### config.mk
export PLATFORM = sky130hd
export DESIGN_NAME = feedback_uart_rx
export DESIGN_NICKNAME = d
export VERILOG_FILES = /design/src/rtl/drive_pkg.sv /design/src/rtl/baud_tick_gen.sv /design/src/rtl/feedback_uart_rx.sv
export SDC_FILE = /design/constraint.sdc
export NUM_CORES = 1
export LEC_CHECK = 0
export ABC_AREA = 1
export CORE_MARGIN = 2
export CORE_UTILIZATION = 40
export CTS_CLUSTER_DIAMETER = 80
export CTS_CLUSTER_SIZE = 40
export DETAILED_ROUTE_END_ITERATION = 16
export PLACE_DENSITY = 0.65
export SETUP_SLACK_MARGIN = 0.3
export SLEW_MARGIN = 20
export SYNTH_ARGS = -nofsm -noshare
export SYNTH_HDL_FRONTEND = slang
export SYNTH_SLANG_ARGS = --single-unit
### constraint.sdc
create_clock -name clk -period 1.44 [get_ports clk]
set_input_delay 0.288 -clock clk [delete_from_list [all_inputs] [get_ports clk]]
set_output_delay 0.288 -clock clk [all_outputs]
set_load 0.01 [all_outputs]
### src/rtl/drive_pkg.sv
// rtl/drive_pkg.sv - shared constants and types for the driving-mode datapath
//
// Shared by the feedback receiver, command transmitter and mode FSMs.
// Feedback byte layout: [7:6] marker, [5:4] reserved, [3:0] obstacle flags.
package drive_pkg;

  localparam logic [1:0] MARKER    = 2'b10;
  localparam logic [7:0] IDLE_BYTE = 8'h80;

  localparam int DET_FRONT = 0;
  localparam int DET_LEFT  = 1;
  localparam int DET_RIGHT = 2;
  localparam int DET_BACK  = 3;

  typedef enum logic [2:0] {
    RX_IDLE,
    RX_START,
    RX_DATA,
    RX_STOP,
    RX_WAIT_IDLE
  } rx_state_e;

  function automatic logic marker_ok(input logic [7:0] b, input logic [1:0] m);
    return b[7:6] == m;
  endfunction

endpackage

### src/rtl/baud_tick_gen.sv
// rtl/baud_tick_gen.sv - bit-period counter with half and full period ticks
//
// Ports:
//   clk        system clock
//   rst        synchronous active-high reset
//   clr        restart the period (counter to 0 on next edge)
//   half_tick  high in the cycle the counter holds CLKS_PER_BIT/2-1
//   full_tick  high in the cycle the counter holds CLKS_PER_BIT-1
module baud_tick_gen #(
  parameter int CLKS_PER_BIT = 10416
) (
  input  logic clk,
  input  logic rst,
  input  logic clr,
  output logic half_tick,
  output logic full_tick
);

  localparam int W = (CLKS_PER_BIT > 1) ? $clog2(CLKS_PER_BIT) : 1;
  localparam logic [W-1:0] LAST = W'(CLKS_PER_BIT - 1);
  localparam logic [W-1:0] HALF = W'(CLKS_PER_BIT / 2 - 1);

  logic [W-1:0] cnt_q, cnt_d;

  always_comb begin
    cnt_d = cnt_q + W'(1);
    if (clr || cnt_q == LAST) cnt_d = '0;
  end

  always_ff @(posedge clk) begin
    if (rst) cnt_q <= '0;
    else     cnt_q <= cnt_d;
  end

  assign half_tick = (cnt_q == HALF);
  assign full_tick = (cnt_q == LAST);

endmodule

### src/rtl/feedback_uart_rx.sv
// rtl/feedback_uart_rx.sv - UART receiver for simulator feedback bytes
//
// Ports:
//   clk        system clock
//   rst        synchronous active-high reset
//   rx         asynchronous serial input, idle high
//   rec        last accepted feedback byte
//   rec_valid  one-cycle pulse when rec is updated
//   detectors  rec[3:0]: {back, right, left, front}
//   frame_err  one-cycle pulse on bad stop bit or bad marker
//   busy       frame in progress
module feedback_uart_rx
  import drive_pkg::*;
#(
  parameter int         CLK_FREQ     = 100_000_000,
  parameter int         BAUD         = 9600,
  parameter int         CLKS_PER_BIT = CLK_FREQ / BAUD,
  parameter logic [1:0] RX_MARKER    = MARKER
) (
  input  logic       clk,
  input  logic       rst,
  input  logic       rx,
  output logic [7:0] rec,
  output logic       rec_valid,
  output logic [3:0] detectors,
  output logic       frame_err,
  output logic       busy
);

  logic      rx_meta_q, rxs_q;
  rx_state_e state_q, state_d;
  logic [7:0] shift_q, shift_d;
  logic [2:0] bit_cnt_q, bit_cnt_d;
  logic [7:0] rec_q, rec_d;
  logic [3:0] det_q, det_d;
  logic       rec_valid_q, rec_valid_d;
  logic       frame_err_q, frame_err_d;
  logic       half_tick, full_tick, baud_clr;

  // Any state change restarts the bit period, so every state measures
  // its wait from its own entry cycle.
  assign baud_clr = (state_d != state_q);

  baud_tick_gen #(.CLKS_PER_BIT(CLKS_PER_BIT)) u_baud (
    .clk       (clk),
    .rst       (rst),
    .clr       (baud_clr),
    .half_tick (half_tick),
    .full_tick (full_tick)
  );

  always_ff @(posedge clk) begin
    if (rst) begin
      rx_meta_q <= 1'b1;
      rxs_q     <= 1'b1;
    end else begin
      rx_meta_q <= rx;
      rxs_q     <= rx_meta_q;
    end
  end

  always_comb begin
    state_d     = state_q;
    shift_d     = shift_q;
    bit_cnt_d   = bit_cnt_q;
    rec_d       = rec_q;
    det_d       = det_q;
    rec_valid_d = 1'b0;
    frame_err_d = 1'b0;
    unique case (state_q)
      RX_IDLE: begin
        if (!rxs_q) begin
          state_d   = RX_START;
          bit_cnt_d = '0;
        end
      end
      RX_START: begin
        if (half_tick) state_d = rxs_q ? RX_IDLE : RX_DATA;
      end
      RX_DATA: begin
        if (full_tick) begin
          shift_d   = {rxs_q, shift_q[7:1]};
          bit_cnt_d = bit_cnt_q + 3'd1;
          if (bit_cnt_q == 3'd7) state_d = RX_STOP;
        end
      end
      RX_STOP: begin
        if (full_tick) begin
          if (!rxs_q) begin
            frame_err_d = 1'b1;
            state_d     = RX_WAIT_IDLE;
          end else if (marker_ok(shift_q, RX_MARKER)) begin
            rec_d            = shift_q;
            det_d[DET_FRONT] = shift_q[DET_FRONT];
            det_d[DET_LEFT]  = shift_q[DET_LEFT];
            det_d[DET_RIGHT] = shift_q[DET_RIGHT];
            det_d[DET_BACK]  = shift_q[DET_BACK];
            rec_valid_d      = 1'b1;
            state_d          = RX_IDLE;
          end else begin
            frame_err_d = 1'b1;
            state_d     = RX_IDLE;
          end
        end
      end
      RX_WAIT_IDLE: begin
        // A held-low line (break) must go high before a new start is seen.
        if (rxs_q) state_d = RX_IDLE;
      end
      default: state_d = RX_IDLE;
    endcase
  end

  always_ff @(posedge clk) begin
    if (rst) begin
      state_q     <= RX_IDLE;
      shift_q     <= '0;
      bit_cnt_q   <= '0;
      rec_q       <= IDLE_BYTE;
      det_q       <= '0;
      rec_valid_q <= 1'b0;
      frame_err_q <= 1'b0;
    end else begin
      state_q     <= state_d;
      shift_q     <= shift_d;
      bit_cnt_q   <= bit_cnt_d;
      rec_q       <= rec_d;
      det_q       <= det_d;
      rec_valid_q <= rec_valid_d;
      frame_err_q <= frame_err_d;
    end
  end

  assign rec       = rec_q;
  assign detectors = det_q;
  assign rec_valid = rec_valid_q;
  assign frame_err = frame_err_q;
  assign busy      = (state_q != RX_IDLE);

endmodule

==> flow_summary.yaml <==
logic_synthesis:
  synth_area_leaders: "dfxtp_1, nor2_1, inv_1"
  yosysWarnings: 0
  syn_area_per_cell_sq_um: 7.975
  syn_area_sq_um: 1834
  yosys.area.top_type_share_pct: 43.66
  synth_fp_nets: 236
  async_reset_ff_share_pct: 0
  yosys.area.top_type: "dfxtp_1"
  ys_ff_latch: 40
  synth_cells: 230
  synth_edf_count: 0
  synthFlopType: "dfxtp_1"
  ys_seq_area_share_pct: 43.66
  ys_types: 33
placement:
  placed_cell_area_sq_um: 2416
  io_buffer_count: 17
  gp_congestion: 0.7467
  hpwl_um: 2761
  place_ws_ps: -183.6
grt:
  antenna_found_initial: 0
  grtUsageMet2_pct: 27.47
  grtUsageMet3_pct: 5.063
  grt_max_degree: 18
  met1_usage_pct: 24.76
  grt.busiest_layer: "met2"
  grt_usage_pct: 18.03
  first_global_vias: 1588
  grt.overflow.total: 0
  grt_pass1_wl_um: 7217
detailed_routing:
  vias: 1671
  wl_um: 4165
  drc_errors: 0
  drtAntennaViolNets: 0
  routedWlPerCell_um: 11.80
  viasPerCell: 4.734
  drt_iter0_drc: 56
  drt_pass1_iterations: 4
pwr:
  powerDensity_nw_per_um2: 813.9
  switching_power_w: 0.0005185
  total_power_w: 0.002213
  leakagePower_nw: 1.137
  p_int_w: 0.001694
  pwr-share-seq_pct: 50.9
  combPwrFrac_pct: 6.7
  ir_worst_vdd_v: 0.0005271
  sw_frac_of_total_pct: 23.43
  clkPwrFrac_pct: 42.4
timing:
  finClkSkew_ps: 4.639
  fmax_mhz: 639.7
  fin_ws_ps: -123.1
  layout_min_cycle_time_ps: 1563
  rsz0062_at_grt: "true"
  timing.slew.headroom_pct: 80.50
  period_share_pct: 108.6
  setup_viol: 26
  worstMarginPinSlew_ps: 290.3
  finalHoldViolations: 0
  slew_violations: 0
run_status:
  violations: "setup timing"
  status: "complete, but fails checks"
final_layout:
  diodes: 0
  fillers: 388
  final_area_sq_um: 2719
  multi_input_area_sq_um: 1071
  layout_common_cells: "buf_4, nor2_1, inv_1, dfxtp_1, nand2_1"
  layout_commonest_cell: "buf_4"
  final_nets: 306
  seq_area_sq_um: 827.0
  syn2layout_area_growth_pct: 48.23
  drive_gt1_share_pct: 52.49
floorplanning:
  coreArea_sq_um: 4384
  start_util_pct: 41.84
  ios: 18
  die_w_um: 71.72
  num_rows: 24
  dieArea_sq_um: 5143
  die_y_um: 71.72
worst_setup_path:
  r2r_slack_ps: -120
  slowest_stage: "dfxtp_2"
  worstPathArrival_ps: 1750
  crit_fanout: 7
  r2r-start: "u_baud.cnt_q[1]$_SDFF_PP0_"
  critPathBufInv: 1
  critical_path_class: "register to register"
  path_cells: "ha_4 -> nand3_4 -> nor2_4 -> nand2_4 -> a21oi_4 -> nand4_1 -> buf_6 -> nand3_4 -> nor2_1"
  cpMostUsedCell: "nand3_4"
  timing.rr.end: "u_baud.cnt_q[0]$_SDFF_PP0_"
  cp.required_ps: 1630
  reg2regPathDepth: 9
  critical_path.max_stage_delay_ps: 360
  cp-start-kind: "register"
  path_delay_family: "simple AND/OR/NAND/NOR gates"
  critPathCaptureType: "register"
clocking:
  cts.sinks: 40
  cts_buffers: 5
  postCtsHoldBufs: 0
  cts.clk_slew.worst_paths_ps: 80
  root_buffer: "clkbuf_8"
  clock_latency_ps: 300
  cts_tree: "built"
  cts_buffer_depth: 2
  htreeDepth: 2
hold_path:
  holdPathStages: 1
  worstHoldPathType: "register to register"
  hold_path_end: "rxs_q$_SDFF_PP1_"
  hold_start: "rx_meta_q$_SDFF_PP1_"
run:
  cap_viol_max_count: 0
[power by group through the flow]
stage,Combinational [W],Clock [W],Sequential [W]
2_1_floorplan,0.0000850,0,0.00115
3_3_place_gp,0.000114,0,0.00116
3_5_place_dp,0.000117,0,0.00116
4_1_cts,0.000140,0.000947,0.00113
5_1_grt,0.000160,0.000997,0.00113
6_report,0.000148,0.000938,0.00113
[metal layers]
layer,routed length [um],vias up,part of all wire [%]
met5,0,-,0
met4,40,0,0.96
met3,126,4,3.0
met2,1894,18,45
met1,2104,770,51
li1,-,879,-
[per-stage QoR]
stage	TNS [ps]	std cells	hold slack, ps	utilization [%]
global placement	-2068	334	392.5	55.11
detailed placement	-2892	334	398.5	55.11
floorplan	-818.2	230	389.5	-
global route	-5096	353	426.3	62.01
CTS	-1666	352	418.4	61.13
finish	-2090	353	416.6	62.01
[final cells by class]
class / count / area share (%)
Clock buffer: 5 / 2.531
Timing Repair Buffer: 70 / 19.28
Clock inverter: 3 / 1.565
Multi-Input combinational cell: 153 / 39.39
Inverter: 30 / 4.418
Tap cell: 52 / 2.393
Sequential cell: 40 / 30.42
[kinds of logic after synthesis]
| family | count (synthesis) | share of synthesized area, % |
|---|---|---|
| and+or+nand+nor | 99 | 27.69 |
| DFF | 40 | 43.66 |
| adders and majority gates | 3 | 2.047 |
| AOI/OAI and AO/OA | 37 | 11.19 |
| xor gates and xnor gates | 12 | 5.730 |
| buffers and inverters | 39 | 9.686 |
[worst max-delay path by stage]
stage,start,to,slack [ps],cells past startpoint
2_1_floorplan,u_baud.cnt_q[4]$_SDFF_PP0_,u_baud.cnt_q[8]$_SDFF_PP0_,-80,9
3_3_place_gp,u_baud.cnt_q[1]$_SDFF_PP0_,u_baud.cnt_q[0]$_SDFF_PP0_,-130,9
3_5_place_dp,u_baud.cnt_q[1]$_SDFF_PP0_,u_baud.cnt_q[1]$_SDFF_PP0_,-180,9
4_1_cts,u_baud.cnt_q[1]$_SDFF_PP0_,u_baud.cnt_q[1]$_SDFF_PP0_,-100,8
5_1_grt,u_baud.cnt_q[1]$_SDFF_PP0_,u_baud.cnt_q[0]$_SDFF_PP0_,-230,8
6_report,u_baud.cnt_q[1]$_SDFF_PP0_,u_baud.cnt_q[0]$_SDFF_PP0_,-120,9
[synthesized netlist by cell type, types with 3 or more instances]
master and n:
dfxtp_1 40, nor2_1 33, inv_1 25, nand2_1 24, a21oi_1 17, nor2_2 9, xor2_1 9, o21ai_1 8
nand4_1 7, o21ai_0 7, nand3_1 5, buf_4 4, inv_2 4, nor2_4 4, ha_1 3, nand2_2 3
nand3_2 3, nor3_1 3, xnor2_1 3
[state kept, by name, summed over array words and instances, names as in the netlist]
signal	count
rec	8
shift_q	8
rx_meta_q	1
state_q	3
rec_valid	1
bit_cnt_q	3
u_baud.cnt_q	14
frame_err	1
rxs_q	1
[worst reg2reg max path, stage by stage, from the launching register on]
cell     delay [ps]
dfxtp_2         360
ha_4            160
nand3_4         110
nor2_4          120
nand2_4          70
a21oi_4         160
nand4_1         140
buf_6           160
nand3_4         140
nor2_1           60
[what timing repair did]
item                                    4_1_cts  5_1_grt
pin swaps                                    13        4
setup buffers                                 8        1
cloned                                        2        0
endpoints found under the setup margin       53       46
resized for setup                            83       29
No activity file was read; power rests on OpenSTA's default activity.
